**config.mk**
```make
export PLATFORM = sky130hd
export DESIGN_NAME = dsp_op_sequencer
export DESIGN_NICKNAME = d
export VERILOG_FILES = /design/src/rtl/dsp_seq_pkg.sv /design/src/rtl/dsp_rsp_fifo.sv /design/src/rtl/dsp_op_sequencer.sv
export SDC_FILE = /design/constraint.sdc
export NUM_CORES = 1
export LEC_CHECK = 0
export CAP_MARGIN = 40
export CORE_MARGIN = 1.5
export CORE_UTILIZATION = 50
export CTS_BUF_LIST = sky130_fd_sc_hd__clkbuf_16
export CTS_CLUSTER_DIAMETER = 120
export DETAILED_ROUTE_END_ITERATION = 6
export PLACE_DENSITY_LB_ADDON = 0.25
export RECOVER_POWER = 25
export SYNTH_ARGS = -nofsm -noshare
export SYNTH_HDL_FRONTEND = slang
export SYNTH_SLANG_ARGS = --single-unit
```
**constraint.sdc**
```tcl
create_clock -name CLK -period 7.7 [get_ports CLK]
set_clock_uncertainty 0.15 [all_clocks]
set_input_delay 0.77 -clock CLK [delete_from_list [all_inputs] [get_ports CLK]]
set_output_delay 0.77 -clock CLK [all_outputs]
set_load 0.05 [all_outputs]
```
**src/rtl/dsp_seq_pkg.sv**
```systemverilog
// Shared opcode, OPMODE and width definitions for the DSP slice command sequencer.
package dsp_seq_pkg;

  localparam int unsigned AB_W  = 18;
  localparam int unsigned C_W   = 48;
  localparam int unsigned RSP_W = C_W + 2;

  localparam logic [3:0] OP_PADD_MAC_C = 4'd0;
  localparam logic [3:0] OP_PADD_MUL   = 4'd1;
  localparam logic [3:0] OP_PSUB_MUL   = 4'd2;
  localparam logic [3:0] OP_PSUB_MAC_C = 4'd3;
  localparam logic [3:0] OP_MUL        = 4'd4;
  localparam logic [3:0] OP_MAC_C      = 4'd5;
  localparam logic [3:0] OP_PASS_C     = 4'd6;
  localparam logic [3:0] OP_CIN        = 4'd7;
  localparam logic [3:0] OP_PCIN       = 4'd8;
  localparam logic [3:0] OP_ACC        = 4'd9;

  // OPMODE values with the carry-in bit cleared; bit 5 is filled from cmd_cin at issue.
  localparam logic [7:0] OPMODE_IDLE   = 8'h02;
  localparam logic [7:0] OPM_PADD_MAC_C = 8'h1D;
  localparam logic [7:0] OPM_PADD_MUL   = 8'h11;
  localparam logic [7:0] OPM_PSUB_MUL   = 8'h51;
  localparam logic [7:0] OPM_PSUB_MAC_C = 8'h5D;
  localparam logic [7:0] OPM_MUL        = 8'h01;
  localparam logic [7:0] OPM_MAC_C      = 8'h0D;
  localparam logic [7:0] OPM_PASS_C     = 8'h1C;
  localparam logic [7:0] OPM_CIN        = 8'h10;
  localparam logic [7:0] OPM_PCIN       = 8'h14;
  localparam logic [7:0] OPM_ACC        = 8'h12;
  localparam int unsigned OPM_CIN_BIT   = 5;

  typedef struct packed {
    logic           err;
    logic           cout;
    logic [C_W-1:0] p;
  } rsp_t;

  function automatic logic op_is_legal(input logic [3:0] op);
    return op <= OP_ACC;
  endfunction

  function automatic logic [7:0] op_opmode(input logic [3:0] op, input logic cin);
    logic [7:0] m;
    case (op)
      OP_PADD_MAC_C: m = OPM_PADD_MAC_C;
      OP_PADD_MUL:   m = OPM_PADD_MUL;
      OP_PSUB_MUL:   m = OPM_PSUB_MUL;
      OP_PSUB_MAC_C: m = OPM_PSUB_MAC_C;
      OP_MUL:        m = OPM_MUL;
      OP_MAC_C:      m = OPM_MAC_C;
      OP_PASS_C:     m = OPM_PASS_C;
      OP_CIN:        m = OPM_CIN;
      OP_PCIN:       m = OPM_PCIN;
      OP_ACC:        m = OPM_ACC;
      default:       m = OPMODE_IDLE;
    endcase
    if (op_is_legal(op)) m[OPM_CIN_BIT] = cin;
    return m;
  endfunction

endpackage

```
**src/rtl/dsp_rsp_fifo.sv**
```systemverilog
// Synchronous result FIFO with occupancy count; the head reads as zero while empty.
module dsp_rsp_fifo #(
  parameter int unsigned WIDTH = 50,
  parameter int unsigned DEPTH = 8
) (
  input  logic                         clk,
  input  logic                         rst,
  input  logic                         wr_en,
  input  logic [WIDTH-1:0]             wr_data,
  input  logic                         rd_en,
  output logic [WIDTH-1:0]             rd_data,
  output logic                         empty,
  output logic [$clog2(DEPTH+1)-1:0]   count
);

  localparam int unsigned PTR_W = (DEPTH > 1) ? $clog2(DEPTH) : 1;
  localparam int unsigned CNT_W = $clog2(DEPTH + 1);
  localparam logic [PTR_W-1:0] LAST = PTR_W'(DEPTH - 1);

  logic [WIDTH-1:0] mem [DEPTH];
  logic [PTR_W-1:0] wr_ptr;
  logic [PTR_W-1:0] rd_ptr;
  logic             do_wr;
  logic             do_rd;

  assign empty = (count == '0);
  assign do_rd = rd_en && !empty;
  assign do_wr = wr_en && ((count < CNT_W'(DEPTH)) || do_rd);

  always_ff @(posedge clk) begin
    if (rst) begin
      wr_ptr <= '0;
      rd_ptr <= '0;
      count  <= '0;
    end else begin
      if (do_wr) wr_ptr <= (wr_ptr == LAST) ? '0 : wr_ptr + 1'b1;
      if (do_rd) rd_ptr <= (rd_ptr == LAST) ? '0 : rd_ptr + 1'b1;
      case ({do_wr, do_rd})
        2'b10:   count <= count + 1'b1;
        2'b01:   count <= count - 1'b1;
        default: count <= count;
      endcase
    end
  end

  always_ff @(posedge clk) begin
    if (do_wr) mem[wr_ptr] <= wr_data;
  end

  assign rd_data = empty ? '0 : mem[rd_ptr];

endmodule

```
**src/rtl/dsp_op_sequencer.sv**
```systemverilog
// Command front-end for a DSP48A1-style slice: decode, registered issue, latency tracking, in-order results.
// Optional DSP_SEQ_PERF_EN adds saturating perf_issued / perf_stall counters.
module dsp_op_sequencer
  import dsp_seq_pkg::*;
#(
  parameter int unsigned DSP_LAT   = 4,
  parameter int unsigned RSP_DEPTH = 8
) (
  input  logic        CLK,
  input  logic        RST,
  input  logic        cmd_valid,
  output logic        cmd_ready,
  input  logic [3:0]  cmd_op,
  input  logic [17:0] cmd_a,
  input  logic [17:0] cmd_b,
  input  logic [17:0] cmd_d,
  input  logic [47:0] cmd_c,
  input  logic        cmd_cin,
  output logic [17:0] dsp_a,
  output logic [17:0] dsp_b,
  output logic [17:0] dsp_d,
  output logic [47:0] dsp_c,
  output logic [7:0]  dsp_opmode,
  output logic        dsp_carryin,
  output logic        dsp_rst,
  input  logic [47:0] dsp_p,
  input  logic        dsp_cout,
  output logic        rsp_valid,
  input  logic        rsp_ready,
  output logic [47:0] rsp_p,
  output logic        rsp_cout,
  output logic        rsp_err
`ifdef DSP_SEQ_PERF_EN
  ,
  output logic [31:0] perf_issued,
  output logic [31:0] perf_stall
`endif
);

  localparam int unsigned CNT_W = $clog2(RSP_DEPTH + 1);
  localparam int unsigned OCC_W = CNT_W + 1;

  logic               issue;
  logic               issue_err;
  logic               issued_q;
  logic               issued_err_q;
  logic [DSP_LAT-1:0] tag_v;
  logic [DSP_LAT-1:0] tag_err;
  logic [CNT_W-1:0]   inflight;
  logic [CNT_W-1:0]   fifo_count;
  logic [OCC_W-1:0]   occupancy;
  logic               fifo_wr;
  logic               fifo_rd;
  logic               fifo_empty;
  rsp_t               wr_rsp;
  rsp_t               rd_rsp;

  assign dsp_rst = RST;

  // Credit rule: every accepted command owns a FIFO slot from issue until it is popped.
  assign occupancy = {1'b0, inflight} + {1'b0, fifo_count};
  assign cmd_ready = occupancy < OCC_W'(RSP_DEPTH);
  assign issue     = cmd_valid && cmd_ready;
  assign issue_err = !op_is_legal(cmd_op);

  always_ff @(posedge CLK) begin
    if (RST || !issue || issue_err) begin
      dsp_a       <= '0;
      dsp_b       <= '0;
      dsp_d       <= '0;
      dsp_c       <= '0;
      dsp_opmode  <= OPMODE_IDLE;
      dsp_carryin <= 1'b0;
    end else begin
      dsp_a       <= cmd_a;
      dsp_b       <= cmd_b;
      dsp_d       <= cmd_d;
      dsp_c       <= cmd_c;
      dsp_opmode  <= op_opmode(cmd_op, cmd_cin);
      dsp_carryin <= cmd_cin;
    end
  end

  // The issue flag plus DSP_LAT tag stages line the result write up with dsp_p validity.
  always_ff @(posedge CLK) begin
    if (RST) begin
      issued_q     <= 1'b0;
      issued_err_q <= 1'b0;
      tag_v        <= '0;
      tag_err      <= '0;
    end else begin
      issued_q     <= issue;
      issued_err_q <= issue && issue_err;
      tag_v[0]     <= issued_q;
      tag_err[0]   <= issued_err_q;
      for (int unsigned i = 1; i < DSP_LAT; i++) begin
        tag_v[i]   <= tag_v[i-1];
        tag_err[i] <= tag_err[i-1];
      end
    end
  end

  assign fifo_wr = tag_v[DSP_LAT-1];

  always_comb begin
    wr_rsp = '0;
    if (tag_err[DSP_LAT-1]) begin
      wr_rsp.err = 1'b1;
    end else begin
      wr_rsp.cout = dsp_cout;
      wr_rsp.p    = dsp_p;
    end
  end

  always_ff @(posedge CLK) begin
    if (RST) begin
      inflight <= '0;
    end else begin
      case ({issue, fifo_wr})
        2'b10:   inflight <= inflight + 1'b1;
        2'b01:   inflight <= inflight - 1'b1;
        default: inflight <= inflight;
      endcase
    end
  end

  dsp_rsp_fifo #(
    .WIDTH (RSP_W),
    .DEPTH (RSP_DEPTH)
  ) u_rsp_fifo (
    .clk     (CLK),
    .rst     (RST),
    .wr_en   (fifo_wr),
    .wr_data (wr_rsp),
    .rd_en   (fifo_rd),
    .rd_data (rd_rsp),
    .empty   (fifo_empty),
    .count   (fifo_count)
  );

  assign rsp_valid = !fifo_empty;
  assign fifo_rd   = rsp_valid && rsp_ready;
  assign rsp_p     = rd_rsp.p;
  assign rsp_cout  = rd_rsp.cout;
  assign rsp_err   = rd_rsp.err;

`ifdef DSP_SEQ_PERF_EN
  always_ff @(posedge CLK) begin
    if (RST) begin
      perf_issued <= '0;
      perf_stall  <= '0;
    end else begin
      if (issue && (perf_issued != '1)) perf_issued <= perf_issued + 1'b1;
      if (cmd_valid && !cmd_ready && (perf_stall != '1)) perf_stall <= perf_stall + 1'b1;
    end
  end
`endif

endmodule
```
# Yosys cells after proc, flatten, opt, wreduce, memory -nomap -nowiden
# Memory sizes are Yosys's and may differ from the RTL's. A register that Yosys moved wholly into a read port is not among the register bits.
# Cells that the tools add are included.
# word_totals
latch_bits	0
mem_bits_rw	400
mem_count	2
rom_bits	96
elab_cells	58
ff_bits	135
output_inout_bits	164
# mem_list
memory	depth	width	read_ports	rd_clocked_by_memory_dff	wr	line_no	text
u_rsp_fifo.mem	8	50	1	1	1	dsp_rsp_fifo.sv:20	logic [WIDTH-1:0] mem [DEPTH];
(no name shown)	16	6	1	1	0	dsp_seq_pkg.sv:45	case (op)
# op_classes
add_sub_neg	7
muxes	12
n_reduce_logical	14
multipliers	0
magnitude_cmp	3
eq_ne	6
bitwise_logic	0
n_shift	0
div	0
# op_table
cell	count
$mux W50	1
$mux W49	1
$pmux W4 S2	2
$mux W3	4
$add A4 B1 Y4 const B	2
$sub A4 B1 Y4 const B	2
$add A3 B1 Y3 const B	2
$eq A3 B3 Y1 const B	2
$add A4 B4 Y5	1
$logic_and A1 B1 Y1	5
$lt A5 B4 Y1 const B	1
$eq A2 B1 Y1 const B	2
$eq A2 B2 Y1 const B	2
$le A4 B4 Y1 const B	1
$logic_not A4 Y1	1
$lt A4 B4 Y1 const B	1
$mux W1	4
$reduce_bool A2 Y1	2
$logic_not A1 Y1	3
$logic_or A1 B1 Y1	3

# Depth between registers and ports, before layout
# Gate-level depths: netlist of run 1.
# depth
depth_word	8
depth_mapped	11

# Modules after synthesis
# From an unflattened synthesis of run 1, not the netlist that was laid out.
# unflattened
hier_cells	1071
area_unflattened_um2	20090.5
# modules_own_cells
mod	instances	area_each_um2	cells_each	seq_area_each_um2
dsp_rsp_fifo	1	15869.0	708	12271.8
dsp_op_sequencer	1	4221.5	363	2462.4

# Least setup slack after synthesis of run 1
# No wires, ideal clock.
# synth_timing
path_kind	input-to-reg
start	in rsp_ready
end	mem u_rsp_fifo.mem[0][0] (enable)
stages	2
setup_time_ns	0.583
path_slack_ns	1.214
arrival_time_ns	5.754
required_time_ns	6.967
cell_sequence	o21ai_1 > nor4_1
# synth_via
elab_chain_cells	6
# synth_rtl
item	line_no	text
start, declared	dsp_op_sequencer.sv:29	input logic rsp_ready,
$logic_and A1 B1 Y1	dsp_op_sequencer.sv:142	assign fifo_rd = rsp_valid && rsp_ready;
$logic_and A1 B1 Y1	dsp_rsp_fifo.sv:27	assign do_rd = rd_en && !empty;
$logic_or A1 B1 Y1	dsp_rsp_fifo.sv:28	assign do_wr = wr_en && ((count < CNT_W'(DEPTH)) || do_rd);
$logic_and A1 B1 Y1	dsp_rsp_fifo.sv:28	
$mux W1	dsp_rsp_fifo.sv:47	if (do_wr) mem[wr_ptr] <= wr_data;
$mux W1 (implied by the code)	dsp_rsp_fifo.sv:47	
end, declared	dsp_rsp_fifo.sv:20	
# No other way between the ends.

==> insert_results.sql, run 1 <==
INSERT INTO impl_metrics (metric_group, metric, value, unit) VALUES
('grt', 'gr-usage-all-layers', '0.219', ''),
('logic_synthesis', 'syn_nets', '1245', ''),
('cts', 'count_of_clock_tree_sinks', '537', ''),
('logic_synthesis', 'postSynth.topFlopCell', 'sky130_fd_sc_hd__edfxtp_1', ''),
('place', 'placed_cells_incl_taps', '1878', ''),
('floorplanning', 'num_io_pins', '324', ''),
('setup_path', 'critical_path_required', '6780', 'ps'),
('logic_synthesis', 'yosys.cell_count.top_type', 'sky130_fd_sc_hd__edfxtp_1', ''),
('hold_path', 'min-delay-start', 'issued_q', ''),
('cts', 'clk_root_buffer_cell', 'sky130_fd_sc_hd__clkbuf_16', ''),
('setup_path', 'cp_num_buf_inv', '3', ''),
('route', 'totalWireLength', '43600', 'um'),
('logic_synthesis', 'ys_async_sr_fraction', '0', ''),
('setup_path', 'cp_num_cells', '6', ''),
('setup_path', 'setup.worst_path.end_class', 'output pin', ''),
('place', 'post-dp-hpwl', '26600', 'um'),
('grt', 'number_of_antenna_violations_at_the_first_check_in_global_routing', '0', ''),
('route', 'vias', '10500', ''),
('logic_synthesis', 'synthTopCellsByArea', 'sky130_fd_sc_hd__edfxtp_1 61%, sky130_fd_sc_hd__dfxtp_1 14%, sky130_fd_sc_hd__mux4_2 11%', ''),
('cts', 'holdBufCountCts', '0', ''),
('floorplanning', 'floorplan.initialDensity', '0.508', ''),
('cells_and_area', 'antenna_diodes', '0', ''),
('route', 'detail-route-antenna-nets', '0', ''),
('cts', 'worstSkewPairLatency', '580', 'ps'),
('run_status', 'run_status', 'finished, violations left', ''),
('place', 'detailedPlace.worstSlack', '3510', 'ps'),
('setup_path', 'critPathSlowestCell', 'sky130_fd_sc_hd__clkdlybuf4s50_1', ''),
('logic_synthesis', 'synth.largest_area_cell', 'sky130_fd_sc_hd__edfxtp_1', ''),
('pwr', 'cellPowerDensity', '232', 'nW/um2'),
('timing', 'timing.hold.ws', '279', 'ps'),
('hold_path', 'min_delay_path_depth', '1', ''),
('setup_path', 'path_max_fanout', '32', ''),
('timing', 'setup_tns', '0', 'ps'),
('cells_and_area', 'synthToLayoutAreaGrowth', '27.8', '%'),
('cts', 'cts_repair_resize_count', '0', ''),
('cells_and_area', 'final_layout_size_suffix_gt1_frac', '0.142', ''),
('logic_synthesis', 'ys_seq_elements', '537', ''),
('timing', 'rsz0062_at_grt', 'no', ''),
('floorplanning', 'floorplan.die.width', '202', 'um'),
('run', 'drv.max_cap_violation_count', '1', ''),
('setup_path', 'crit_path_max_incr_delay', '730', 'ps'),
('logic_synthesis', 'seq_total_area_yosys', '0.748', ''),
('timing', 'worstMarginPinSlew', '3510', 'ps'),
('cts', 'cts_buffer_depth', '3', ''),
('logic_synthesis', 'synth-edff-count', '400', ''),
('logic_synthesis', 'synth.top_cells.by_count', '400 x sky130_fd_sc_hd__edfxtp_1, 137 x sky130_fd_sc_hd__dfxtp_1, 104 x sky130_fd_sc_hd__and2_1', ''),
('setup_path', 'worstRegToRegCells', '2', ''),
('hold_path', 'worst_hold_path_type', 'flip-flop to flip-flop', ''),
('run_status', 'violations_in_the_final_reports', 'max-capacitance violations, max-slew violations', ''),
('place', 'routabilityCongestion', '0.795', ''),
('cts', 'number_of_buffers_inserted_by_post_cts_setup_repair', '0', ''),
('pwr', 'worst_ir_drop_vdd', '0.173', 'mV'),
('logic_synthesis', 'synth.avg_cell_area', '18.5', 'um2'),
('cts', 'tritoncts', 'yes', ''),
('cells_and_area', 'fillerInstances', '2709', ''),
('setup_path', 'setup.worst_path.class', 'flip-flop to output pin', ''),
('route', 'drt-pass1-iter-count', '5', ''),
('cells_and_area', 'finalNetCount', '1591', ''),
('setup_path', 'crit_chain', 'buf_12 > buf_4 > mux4_2 > mux2i_1 > nor2_1 > clkdlybuf4s50_1', ''),
('logic_synthesis', 'synth.distinct_cells', '37', ''),
('cts', 'cts_made_buffers', '52', ''),
('cts', 'path_clk_slew', '60', 'ps'),
('timing', 'relSlewSlack', '-1.34', ''),
('timing', 'final_max_slew_viol_count', '58', ''),
('place', 'place_area', '23600', 'um2'),
('pwr', 'p_leak', '8.38', 'nW'),
('grt', 'grt_overflow_total', '0', ''),
('logic_synthesis', 'netlist_area', '19700', 'um2'),
('timing', 'final_setup_violation_count', '0', ''),
('setup_path', 'crit_path_start_kind', 'flip-flop', ''),
('place', 'place.port_buffers', '322', '');
## sequential cells by signal, indices dropped and copies added (netlist names), 3 cells and up, named ones only
register	flops
u_rsp_fifo.mem	400
dsp_c	48
dsp_a	18
dsp_b	18
dsp_d	18
dsp_opmode	7
inflight	4
tag_err	4
tag_v	4
u_rsp_fifo.count	4
u_rsp_fifo.rd_ptr	3
u_rsp_fifo.wr_ptr	3
## worst reg2reg max path, delay by kind of cell (launching register included)
family | cells | cell delay [ps]
and+or+nand+nor | 1 | 730
buffers and inverters | 1 | 2460
DFF | 1 | 310
## area by class of cell
cell class | instances | area, um2 | share of cell area
Tap cell | 518 | 648 | 0.0257
Sequential cell | 537 | 14800 | 0.586
Multi-Input combinational cell | 462 | 4700 | 0.187
Inverter | 15 | 56.3 | 0.00223
Clock buffer | 53 | 1330 | 0.0526
Timing Repair Buffer | 346 | 3440 | 0.137
Clock inverter | 43 | 272 | 0.0108
## routing by layer
layer	routed length, um	global-route usage	part of all wire
met3	3060	0.0509	0.070
met1	16700	0.263	0.38
met2	22700	0.386	0.52
met4	1160	0.0768	0.027
met5	0	0	0
## cell usage in the layout (no fill, tap or decap), types with 3 or more instances in the layout
master / n
sky130_fd_sc_hd__buf_4: 18
sky130_fd_sc_hd__clkdlybuf4s50_1: 321
sky130_fd_sc_hd__nand3_1: 3
sky130_fd_sc_hd__nor2_1: 68
sky130_fd_sc_hd__mux4_2: 100
sky130_fd_sc_hd__dfxtp_1: 133
sky130_fd_sc_hd__clkbuf_16: 53
sky130_fd_sc_hd__xor2_1: 5
sky130_fd_sc_hd__bufinv_16: 3
sky130_fd_sc_hd__dfxtp_4: 3
sky130_fd_sc_hd__nor2b_1: 57
sky130_fd_sc_hd__clkinv_1: 9
sky130_fd_sc_hd__a21oi_1: 14
sky130_fd_sc_hd__edfxtp_1: 400
sky130_fd_sc_hd__nand2_1: 8
sky130_fd_sc_hd__inv_1: 32
sky130_fd_sc_hd__ha_1: 15
sky130_fd_sc_hd__nor3_2: 4
sky130_fd_sc_hd__mux2i_1: 53
sky130_fd_sc_hd__clkinv_2: 7
sky130_fd_sc_hd__nor2_4: 3
sky130_fd_sc_hd__and2_1: 104
## stage by stage
step,total power [W],util
after floorplan,0.00338,-
after global placement,0.00354,0.606
after detailed placement,0.00355,0.609
after CTS,0.00592,0.650
after global routing,0.00604,0.649
final,0.00586,0.649
## report_power, final
| group | total [W] | internal [W] | switching [W] |
|---|---|---|---|
| sequential | 0.00314 | 0.00313 | 0.0000100 |
| combinational | 0.000344 | 0.000154 | 0.000190 |
| clock | 0.00238 | 0.00134 | 0.00103 |
| total | 0.00586 | 0.00463 | 0.00123 |
## final timing paths
kind | to | slack (ps)
worst min-delay path | tag_v[0] | 280
worst min register to register | tag_v[0] | 280
worst max register to register | u_rsp_fifo.mem[6][19] | 3560
worst max-delay path | rsp_p[14] | 3010
## logic make-up (layout without fill, tap and decap cells)
family                     after synthesis  count (layout)  share of synthesized area
DFF                                    537             537                      0.748
and+or+nand+nor                        261             261                     0.0728
muxes                                  153             153                      0.141
buffers and inverters                   69             457                     0.0168
AOI/OAI and AO/OA                       25              25                    0.00774
adders and majority gates               17              17                     0.0115
xor gates and xnor gates                 5               5                    0.00222
other                                    1               1                   0.000190
No activity file was read; power rests on OpenSTA's default activity.
==> run 2, diff against run 1 <==
Clock period 7.7 ns to 4.39 ns, I/O delays scaled along.
==> insert_results.sql, run 2 (synthesized netlist as in run 1, its figures left out) <==
INSERT INTO impl_metrics (metric_group, metric, value, unit) VALUES
('timing', 'final_setup_violation_count', '0', ''),
('pwr', 'cellPowerDensity', '408', 'nW/um2'),
('cells_and_area', 'mostFrequentLayoutCells', '400 x sky130_fd_sc_hd__edfxtp_1, 321 x sky130_fd_sc_hd__clkdlybuf4s50_1, 134 x sky130_fd_sc_hd__dfxtp_1', ''),
('setup_path', 'crit_path_max_incr_delay', '740', 'ps'),
('floorplanning', 'floorplan.initialDensity', '0.508', ''),
('route', 'drt-wirelength-per-cell', '21.3', 'um'),
('cts', 'clk_root_buffer_cell', 'sky130_fd_sc_hd__clkbuf_16', ''),
('grt', 'global_route_wire_length_before_repair', '63300', 'um'),
('route', 'met3WireLength', '3030', 'um'),
('grt', 'grt_pass1_vias', '10800', ''),
('timing', 'finalCritPeriodShare', '0.850', ''),
('cells_and_area', 'antenna_diodes', '0', ''),
('pwr', 'post_route_total_power', '0.0103', 'W'),
('setup_path', 'crit_arrival', '3140', 'ps'),
('run', 'drv.max_cap_violation_count', '1', ''),
('route', 'routedLengthMet1', '16100', 'um'),
('setup_path', 'crit-reg2reg-launch', 'tag_err[3]', ''),
('cts', 'cts_made_buffers', '53', ''),
('grt', 'gr-usage-all-layers', '0.209', ''),
('route', 'totalWireLength', '42100', 'um'),
('route', 'topRoutingLayerUsed', 'met4', ''),
('cts', 'level_count_of_the_clock_h_tree', '2', ''),
('cells_and_area', 'synthToLayoutAreaGrowth', '28.4', '%'),
('cts', 'tritoncts', 'yes', ''),
('cells_and_area', 'largest_reg_flops', '400', ''),
('cells_and_area', 'postLayoutCellArea', '25300', 'um2'),
('floorplanning', 'floorplan.die.width', '202', 'um'),
('run_status', 'run_status', 'finished, violations left', ''),
('setup_path', 'critical_path_required', '3800', 'ps'),
('cts', 'number_of_buffers_inserted_by_post_cts_setup_repair', '0', ''),
('cts', 'cts_repair_resize_count', '0', ''),
('setup_path', 'crit_path_start_kind', 'flip-flop', ''),
('cells_and_area', 'registers.top_by_ff_count', 'u_rsp_fifo.mem', ''),
('grt', 'grt_max_degree', '105', ''),
('floorplanning', 'num_io_pins', '324', ''),
('place', 'place.port_buffers', '322', ''),
('setup_path', 'crit_chain', 'buf_4 > mux4_2 > mux2i_1 > nor2_1 > clkdlybuf4s50_1', ''),
('pwr', 'worst_ir_drop_vdd', '0.337', 'mV'),
('timing', 'final_max_slew_viol_count', '32', ''),
('route', 'detail-route-antenna-nets', '0', ''),
('run_status', 'violations_in_the_final_reports', 'max-capacitance violations, max-slew violations', ''),
('timing', 'final_period_minus_worst_setup_slack', '3730', 'ps'),
('timing', 'timing.hold.ws', '271', 'ps'),
('timing', 'relSlewSlack', '-0.218', ''),
('setup_path', 'path_max_fanout', '20', ''),
('route', 'routed-wl-met2', '21700', 'um'),
('grt', 'number_of_antenna_violations_at_the_first_check_in_global_routing', '0', ''),
('setup_path', 'critPathSlowestCell', 'sky130_fd_sc_hd__clkdlybuf4s50_1', ''),
('cts', 'path_clk_slew', '60', 'ps'),
('cells_and_area', 'final_common_cell', 'sky130_fd_sc_hd__edfxtp_1', ''),
('cts', 'holdBufCountCts', '0', ''),
('hold_path', 'min-delay-start', 'cmd_d[0]', ''),
('pwr', 'p_leak', '8.41', 'nW'),
('cells_and_area', 'largest_regs', 'u_rsp_fifo.mem: 400 flops, dsp_c: 48 flops', ''),
('cts', 'count_of_clock_tree_sinks', '537', ''),
('cells_and_area', 'final_layout_size_suffix_gt1_frac', '0.141', ''),
('setup_path', 'setup.worst_path.end_class', 'output pin', ''),
('floorplanning', 'die_area', '40700', 'um2'),
('route', 'vias', '10300', ''),
('place', 'post-dp-hpwl', '25200', 'um'),
('timing', 'max_freq', '268', 'MHz'),
('cts', 'cts_buffer_depth', '3', ''),
('floorplanning', 'fp.dieH', '202', 'um'),
('floorplanning', 'num_rows', '72', ''),
('route', 'drt_iter0_markers', '541', ''),
('route', 'route.detailed.drc', '0', ''),
('cts', 'worstSkewPairLatency', '570', 'ps'),
('route', 'drt-pass1-iter-count', '4', ''),
('timing', 'rsz0062_at_grt', 'no', ''),
('route', 'detail_route.vias_per_cell', '5.24', ''),
('setup_path', 'setup.worst_path.class', 'flip-flop to output pin', ''),
('timing', 'worstMarginPinSlew', '1830', 'ps'),
('hold_path', 'worst_hold_path_type', 'input pin to flip-flop', ''),
('place', 'place_area', '23700', 'um2'),
('cells_and_area', 'finalNetCount', '1591', ''),
('timing', 'finalHoldViolCount', '0', ''),
('floorplanning', 'design.core.area', '38800', 'um2'),
('cells_and_area', 'fillerInstances', '2698', ''),
('grt', 'grt_overflow_total', '0', ''),
('place', 'routabilityCongestion', '0.789', '');
run 2: cell count changes in the layout (fill, tap and decap cells not counted), sizes merged:
| cell | change |
|---|---|
| clkinv | +1 |
| clkbuf | +4 |
| buf | -3 |
| clkinvlp | -2 |
| inv | -1 |
run 2: per-layer routing:
layer  GRT usage  vias up
li1            -     4726
met1       0.249     5168
met2       0.367      370
met3      0.0536       66
met4      0.0773        0
met5           0        -
run 2: power breakdown:
part	internal, W	switching (W)
Sequential	0.00549	0.0000172
Combinational	0.000270	0.000332
Clock	0.00243	0.00180
Total	0.00819	0.00215
run 2: worst paths after layout:
| check | endpoint | slack (ps) | depth (start not counted) |
|---|---|---|---|
| max reg2reg | u_rsp_fifo.mem[4][5] | 720 | 2 |
| max | rsp_p[24] | 660 | 5 |
| min reg2reg | tag_err[0] | 280 | 1 |
| min | dsp_d[0] | 270 | 2 |
run 2: cell type report:
class | count | area (um2) | area share
Inverter | 15 | 56.3 | 0.00222
Tap cell | 518 | 648 | 0.0256
Multi-Input combinational cell | 462 | 4720 | 0.186
Timing Repair Buffer | 345 | 3510 | 0.138
Sequential cell | 537 | 14800 | 0.583
Clock buffer | 55 | 1380 | 0.0543
Clock inverter | 41 | 264 | 0.0104
run 2: stage by stage:
step	util	TNS [ps]	setup WS (ps)	std cells
finish	0.653	0	657	1973
global route	0.653	0	437	1973
CTS	0.653	0	554	1973
detailed placement	0.611	0	940	1877
global placement	0.609	0	1020	1875
floorplan	-	-61520	-410	1068
run 2: worst max-delay path, delay by kind of cell (launching register included):
family	cells	cell delay (ps)
buf+inv	2	1180
simple gates	1	80
flops	1	560
mux	2	750
==> run 3, diff against run 2 <==
Settings changed: CTS_CLUSTER_DIAMETER 120 to default, CTS_CLUSTER_SIZE from default to 12.
==> insert_results.sql, run 3 (synthesized netlist as in run 1, its figures left out) <==
INSERT INTO impl_metrics (metric_group, metric, value, unit) VALUES
('cts', 'cts_repair_resize_count', '0', ''),
('timing', 'timing.hold.ws', '260', 'ps'),
('timing', 'relSlewSlack', '-0.190', ''),
('cts', 'path_clk_slew', '60', 'ps'),
('grt', 'grt_overflow_total', '0', ''),
('pwr', 'power_frac_seq', '0.544', ''),
('cts', 'cts_made_buffers', '53', ''),
('cts', 'count_of_clock_tree_sinks', '537', ''),
('setup_path', 'setup.worst_path.class', 'flip-flop to output pin', ''),
('route', 'detail_route.vias_per_cell', '5.25', ''),
('floorplanning', 'design.core.area', '38800', 'um2'),
('cts', 'holdBufCountCts', '0', ''),
('place', 'place_area', '23700', 'um2'),
('route', 'drt-wirelength-per-cell', '21.3', 'um'),
('route', 'totalWireLength', '41800', 'um'),
('cells_and_area', 'mostFrequentLayoutCells', '400 x sky130_fd_sc_hd__edfxtp_1, 321 x sky130_fd_sc_hd__clkdlybuf4s50_1, 134 x sky130_fd_sc_hd__dfxtp_1', ''),
('setup_path', 'path_max_fanout', '20', ''),
('timing', 'final_period_minus_worst_setup_slack', '3730', 'ps'),
('pwr', 'p_leak', '8.34', 'nW'),
('setup_path', 'critPathSlowestCell', 'sky130_fd_sc_hd__clkdlybuf4s50_1', ''),
('cells_and_area', 'synthToLayoutAreaGrowth', '27.8', '%'),
('setup_path', 'crit_path_start_kind', 'flip-flop', ''),
('timing', 'finalCritPeriodShare', '0.851', ''),
('floorplanning', 'die_area', '40700', 'um2'),
('cells_and_area', 'postLayoutCellArea', '25200', 'um2'),
('cts', 'tritoncts', 'yes', ''),
('cts', 'clk_root_buffer_cell', 'sky130_fd_sc_hd__clkbuf_16', ''),
('route', 'vias', '10300', ''),
('pwr', 'power_frac_comb', '0.059', ''),
('floorplanning', 'floorplan.initialDensity', '0.508', ''),
('cells_and_area', 'final_common_cell', 'sky130_fd_sc_hd__edfxtp_1', ''),
('floorplanning', 'num_rows', '72', ''),
('grt', 'gr-usage-all-layers', '0.209', ''),
('timing', 'worstMarginPinSlew', '1790', 'ps'),
('cts', 'number_of_buffers_inserted_by_post_cts_setup_repair', '0', ''),
('pwr', 'share_clk_of_total_power', '0.397', ''),
('cts', 'level_count_of_the_clock_h_tree', '2', ''),
('pwr', 'cellPowerDensity', '402', 'nW/um2'),
('pwr', 'post_route_total_power', '0.0101', 'W'),
('floorplanning', 'fp.dieH', '202', 'um'),
('place', 'detailedPlace.worstSlack', '940', 'ps'),
('timing', 'rsz0062_at_grt', 'no', ''),
('cells_and_area', 'largest_regs', 'u_rsp_fifo.mem: 400 flops, dsp_c: 48 flops', ''),
('cts', 'worstSkewPairLatency', '580', 'ps'),
('timing', 'finalHoldViolCount', '0', ''),
('pwr', 'cell_internal_pwr', '0.00804', 'W'),
('cells_and_area', 'largest_reg_flops', '400', ''),
('setup_path', 'crit_arrival', '3150', 'ps'),
('place', 'place.port_buffers', '322', ''),
('run_status', 'run_status', 'finished, violations left', ''),
('cells_and_area', 'antenna_diodes', '0', ''),
('cts', 'cts_buffer_depth', '3', ''),
('grt', 'grt_max_degree', '105', ''),
('setup_path', 'crit_chain', 'buf_4 > mux4_2 > mux2i_1 > nor2_1 > clkdlybuf4s50_1', ''),
('cells_and_area', 'registers.top_by_ff_count', 'u_rsp_fifo.mem', ''),
('setup_path', 'setup.worst_path.end_class', 'output pin', ''),
('timing', 'postLayoutSetupSlackWorst', '656', 'ps'),
('timing', 'max_freq', '268', 'MHz'),
('cells_and_area', 'final_layout_size_suffix_gt1_frac', '0.135', ''),
('run_status', 'violations_in_the_final_reports', 'max-capacitance violations, max-slew violations', ''),
('route', 'drt-pass1-iter-count', '4', ''),
('setup_path', 'critical_path_required', '3800', 'ps'),
('grt', 'global_route_wire_length_before_repair', '63100', 'um'),
('setup_path', 'crit_path_max_incr_delay', '750', 'ps'),
('route', 'drt_iter0_markers', '539', ''),
('timing', 'setup_tns', '0', 'ps'),
('timing', 'final_setup_violation_count', '0', ''),
('pwr', 'switching_fraction', '0.206', ''),
('hold_path', 'worst_hold_path_type', 'input pin to flip-flop', ''),
('run', 'drv.max_cap_violation_count', '1', ''),
('grt', 'number_of_antenna_violations_at_the_first_check_in_global_routing', '0', ''),
('pwr', 'p_switching', '0.00209', 'W'),
('timing', 'final_max_slew_viol_count', '32', ''),
('cells_and_area', 'finalNetCount', '1591', ''),
('grt', 'grt_pass1_vias', '10800', ''),
('place', 'routabilityCongestion', '0.789', ''),
('route', 'route.detailed.drc', '0', ''),
('floorplanning', 'floorplan.die.width', '202', 'um'),
('pwr', 'worst_ir_drop_vdd', '0.350', 'mV'),
('route', 'detail-route-antenna-nets', '0', ''),
('place', 'post-dp-hpwl', '25200', 'um'),
('floorplanning', 'num_io_pins', '324', '');
## run 3: cell type report
class                   count  area [um2]
flip-flops and latches    537       14800
fillers                  2686       13600
multi-input cells         462        4710
repair buffers            345        3510
clock buffers              55        1380
well taps                 518         648
clock inverters            27         144
inverters                  15        56.3
## run 3: layer usage
metal / share of wire / vias to the layer above / global-route usage
met2: 0.52 / 387 / 0.368
met3: 0.074 / 61 / 0.0544
met4: 0.028 / 0 / 0.0765
li1: - / 4709 / -
met1: 0.38 / 5125 / 0.247
met5: 0 / - / 0
## run 3: stage by stage
stage                     std cells   util
final                          1959  0.649
after CTS                      1959  0.650
after floorplan                1068      -
after global routing           1959  0.649
after global placement         1875  0.609
after detailed placement       1877  0.611
## run 3: path summary, 6_finish.rpt
path	start	endpoint	slack, ps	depth (start not counted)
worst max-delay path	flip-flop	rsp_p[3]	660	5
worst min-delay path	cmd_c[39]	dsp_c[39]	260	2
worst max register to register	tag_err[3]	u_rsp_fifo.mem[2][7]	770	2
worst min register to register	issued_err_q	tag_err[0]	280	1
## run 3: power by group through the flow
stage / logic [W] / clock network (W) / registers [W]
5_1_grt: 0.000638 / 0.00430 / 0.00551
2_1_floorplan: 0.000206 / 0 / 0.00573
6_report: 0.000601 / 0.00402 / 0.00551
3_5_place_dp: 0.000607 / 0 / 0.00561
4_1_cts: 0.000609 / 0.00411 / 0.00551
3_3_place_gp: 0.000600 / 0 / 0.00561
## run 3: worst max-delay path, delay by kind of cell, from the launching register on
family,cells,cell delay (ps)
simple gates,1,80
mux,2,740
flops,1,550
buf+inv,2,1190
